<file path="src/rtl/line_mem_arbiter.sv">
// line_mem_arbiter: shares the physical memory port between I-cache and D-cache line misses.
// Define ARB_ROUND_ROBIN_EN to alternate contention grants; the default is fixed D-over-I priority.
module line_mem_arbiter #(
  parameter int ADDR_W = 32,
  parameter int LINE_W = 256,
  parameter int CNT_W  = 32
) (
  input  logic              clk,
  input  logic              rst,
  input  logic              i_read,
  input  logic [ADDR_W-1:0] i_address,
  output logic [LINE_W-1:0] i_rdata,
  output logic              i_resp,
  input  logic              d_read,
  input  logic              d_write,
  input  logic [ADDR_W-1:0] d_address,
  input  logic [LINE_W-1:0] d_wdata,
  output logic [LINE_W-1:0] d_rdata,
  output logic              d_resp,
  output logic              pmem_read,
  output logic              pmem_write,
  output logic [ADDR_W-1:0] pmem_address,
  output logic [LINE_W-1:0] pmem_wdata,
  input  logic [LINE_W-1:0] pmem_rdata,
  input  logic              pmem_resp,
  output logic [CNT_W-1:0]  i_grants,
  output logic [CNT_W-1:0]  d_grants
);

  // state   | meaning
  // IDLE    | nothing in flight; arbitrate pending requests
  // SERVE_I | I-cache line read in flight on pmem
  // SERVE_D | D-cache line read or write-back in flight on pmem
  typedef enum logic [1:0] {IDLE, SERVE_I, SERVE_D} state_t;

`ifdef ARB_ROUND_ROBIN_EN
  localparam bit FIXED_PRI = 1'b0;
`else
  localparam bit FIXED_PRI = 1'b1;
`endif

  state_t              state;
  logic                last_grant_d;
  logic                cmd_q;
  logic [ADDR_W-1:0]   addr_q;
  logic [LINE_W-1:0]   wdata_q;
  logic                d_req;
  logic                grant_d;
  logic                serving;

  assign d_req = d_read | d_write;

  // With fixed priority last_grant_d drops out of the grant term.
  assign grant_d = d_req & (~i_read | ~last_grant_d | FIXED_PRI);

  always_ff @(posedge clk or negedge rst) begin
    if (!rst) begin
      state        <= IDLE;
      last_grant_d <= 1'b0;
      cmd_q        <= 1'b0;
      addr_q       <= '0;
      wdata_q      <= '0;
      i_grants     <= '0;
      d_grants     <= '0;
    end else begin
      case (state)
        IDLE: begin
          if (grant_d) begin
            state        <= SERVE_D;
            cmd_q        <= d_write;
            addr_q       <= d_address;
            wdata_q      <= d_wdata;
            last_grant_d <= 1'b1;
          end else if (i_read) begin
            state        <= SERVE_I;
            cmd_q        <= 1'b0;
            addr_q       <= i_address;
            wdata_q      <= '0;
            last_grant_d <= 1'b0;
          end
        end
        SERVE_I: begin
          if (pmem_resp) begin
            state    <= IDLE;
            i_grants <= i_grants + CNT_W'(1);
          end
        end
        SERVE_D: begin
          if (pmem_resp) begin
            state    <= IDLE;
            d_grants <= d_grants + CNT_W'(1);
          end
        end
        default: state <= IDLE;
      endcase
    end
  end

  // cmd_q is the write flag: a D request with d_write set never issues a read.
  assign serving      = (state != IDLE);
  assign pmem_read    = serving & ~cmd_q;
  assign pmem_write   = serving & cmd_q;
  assign pmem_address = serving ? addr_q : '0;
  assign pmem_wdata   = serving ? wdata_q : '0;

  assign i_resp  = (state == SERVE_I) & pmem_resp;
  assign d_resp  = (state == SERVE_D) & pmem_resp;
  assign i_rdata = i_resp ? pmem_rdata : '0;
  assign d_rdata = d_resp ? pmem_rdata : '0;

endmodule

</file>
<file path="config.mk">
export PLATFORM = sky130hd
export DESIGN_NAME = line_mem_arbiter
export DESIGN_NICKNAME = d
export VERILOG_FILES = /design/src/rtl/line_mem_arbiter.sv
export SDC_FILE = /design/constraint.sdc
export NUM_CORES = 1
export LEC_CHECK = 0
export ABC_CLOCK_PERIOD_IN_PS = 2500
export BUFFER_PORTS_ARGS = -buffer_cell sky130_fd_sc_hd__buf_2
export CORE_AREA = 2 2 563 565
export DETAILED_ROUTE_END_ITERATION = 12
export DIE_AREA = 0 0 565 567
export GPL_ROUTABILITY_DRIVEN = 0
export REMOVE_ABC_BUFFERS = 1
export SETUP_SLACK_MARGIN = 0.15
export SYNTH_ARGS = -nofsm -noshare
export SYNTH_HDL_FRONTEND = slang
export SYNTH_SLANG_ARGS = --single-unit
</file>
<file path="constraint.sdc">
create_clock -name clk -period 2.5 [get_ports clk]
set_input_delay 0.25 -clock clk [delete_from_list [all_inputs] [get_ports clk]]
set_output_delay 0.25 -clock clk [all_outputs]
set_load 0.02 [all_outputs]
</file>
==> reports/summary.txt <==
Root buf cell: clkbuf_16
Crit share post-route: 105%
Pins Over Slew Limit: 0
Num CTS Buffers: 51
Iteration-0 DRC Markers: 2423
Minimum clock period: 2.62 ns
Run status: complete, but fails checks
Area growth, synth to finish: 131%
Vias in the first global route: 24200
Vias: 26000
Least-Margin Pin Slew: 0.823 ns
RSZ-0062 raised after global routing: true
Via/cell ratio: 3.26
Deepest clock path buffer count: 3
Later-pin clock latency in the skew report: 0.77 ns
Share of cells above drive strength 1: 54.1%
Synth cell types: 30
Post-synth EDFFs: 0
Syn_area_per_cell: 9.90 um2
Place WS: 0.0188 ns
Total gr overflow: 0
Internal power: 27.1 mW
PortBufs: 1449
Final hold vios: 0
Nets: 4282
Die Span Y: 567 um
Crit path kind: flip-flop to output pin
Req. time, crit path: 2.25 ns
First-pass GRT wire length: 328000 um
Gr usage total: 16.6%
Total power: 53.5 mW
Leakage: 21.0 nW
Sw Pwr: 26.5 mW
Register area share after synthesis: 46.6%
Failing checks: negative setup slack
First-pass DRT Iterations: 6
Combinational power share: 67.7%
Worst r2r path cells: 8
Area of the die: 320000 um2
Initial antenna violation count: 316
Crit start category: flip-flop
Synth Flop Type: dfrtp_1
Hold Path Class: input port to flip-flop
Synth area leader: dfrtp_1
Register bit count reported by yosys: 355
Max Cap Viol: 0
Htree depth: 2
CP Capture Type: output pin
Worst Skew: 0.131 ns
Max FO, Critical Path: 8
CP Data Arrival Time: 2.37 ns
Async SR Flop Fraction: 100%
# setup viols final: 397
Power Dens Cells: 1220 nW/um2
DIE WIDTH: 565 um
Drt wl/cell: 35.5 um
DRC violations left: 0
Sw Ratio: 49.4%
# rows: 206
IO Pins: 1450
FF/Latch Area: 8880 um2
Mapped Area: 19100 um2
Placed insts: 7385
Initial Util: 6.07%
Largest net degree at the start of global routing: 125
Clock network fraction of total power: 14.5%
Hold Path Cell Cnt: 3
Mapped Cells: 1926
Max Freq: 0.381 GHz
Cell Count, Final, Fillers Out: 7989
Sequential share of power: 17.9%
Core area: 314000 um2
Setup TNS: -17.16 ns
CTS clk-pin slew, worst paths: 0.05 ns
Dominant cells by area after synthesis: dfrtp_1 (47%), and3_1 (17%), a22o_1 (12%)
Post-DP HPWL: 240000 um
Slew margin rel.: 44.7%
PnR worst setup slack: -0.121 ns
CTS tree: done
Max VDD drop: 0.722 mV
Fillers: 35500
Core Util, Final: 14.0%
Yosys top cell area share: 46.6%
Clk sinks: 355
Synth warn: 0
Multi-input logic area: 10800 um2
Final WL: 283000 um
Most common cell in the synthesized netlist: and3_1
Final ANT Viol Nets: 0
Most instantiated cells after synthesis: and3_1 (518), dfrtp_1 (355), nor2b_1 (291)
## flip-flops by register name, summed over array words and instances, names as in the netlist
register and cells:
d_grants 32, state 2, i_grants 32, cmd_q 1, wdata_q 256, addr_q 32
## cells in the final DEF, fill, tap and decap left out, drive strengths merged, types with 9 or more instances in the layout
cell	instances
buf	1571
o21ai	32
and3	518
nand2	57
clkbuf	103
xnor2	54
clkinv	15
dfrtp	355
nor2	9
nand3	23
diode	96
nand4	27
nor2b	291
inv	13
mux2i	32
a22o	257
dlygate4sd3	323
## worst max-delay path, stage by stage (launching register included)
cell	delay [ns]
dfrtp_1	0.42
buf_6	0.14
ha_4	0.19
buf_12	0.16
buf_16	0.17
buf_12	0.16
clkbuf_16	0.15
and3_1	0.14
buf_4	0.15
## path summary, 6_finish.rpt
check,end,from,slack [ns]
worst min-delay path,addr_q[19],d_read,0.07
worst max-delay path,i_rdata[17],state[0],-0.12
worst min register to register,i_grants[31],i_grants[31],0.47
min in group asynchronous,wdata_q[95],rst,0.13
worst max register to register,d_grants[24],state[0],0.02
max in group asynchronous,i_grants[25],rst,1.51
## what timing repair did
item                                    in CTS  in global routing
endpoints found under the setup margin     799                811
buffers inserted                            28                 14
pin swaps                                    3                  1
endpoints found under the hold margin      521                  0
gates cloned                                23                 29
gates resized for setup                    388               1010
hold buffers                               323                  0
## power by group through the flow
stage          Sequential (mW)  Clock (mW)  Combinational, mW
2_1_floorplan             7.98           0               7.58
3_3_place_gp              9.55           0               26.1
3_5_place_dp              9.52           0               26.2
4_1_cts                   9.48        8.04               31.3
5_1_grt                   9.83        8.24               38.1
6_report                  9.56        7.75               36.2
## through the flow
stage / hold slack (ns) / instance area, um2
2_1_floorplan: -0.0456 / 18200
3_3_place_gp: 0.186 / 32700
3_5_place_dp: 0.182 / 32700
4_1_cts: 0.00503 / 39900
6_report: 0.0693 / 44100
5_1_grt: 0.0435 / 44000
## final cells by class
class                      instances  area share (%)
clock buffer                      64            3.19
multi-input combinational       1346            24.5
tap                             4160            11.8
antenna                           96           0.545
clock inverter                    27           0.809
inverter                           6          0.0625
timing repair buffer            1935            39.0
sequential                       355            20.2
## cell families (layout without fill, tap and decap cells)
family                   after synthesis  count (layout)  share of synthesized area, %
AND/OR/NAND/NOR                      952             952                          30.9
flip-flops                           355             355                          46.6
AO/OA/AOI/OAI                        294             294                          12.8
buffers and inverters                225            2032                          4.82
XOR/XNOR                              62              62                          2.85
multiplexers                          33              33                          1.74
adder cells (fa/ha/maj)                5               5                         0.328
other                                  0              96                             0
## routing by layer
metal,up-vias,GRT usage [%],wire length (um)
met1,12500,19.5,113000
met2,2076,22.9,109000
li1,10600,-,-
met5,-,1.13,799
met3,695,12.6,49200
met4,112,4.61,11100
(Power assumes the default switching activity.)
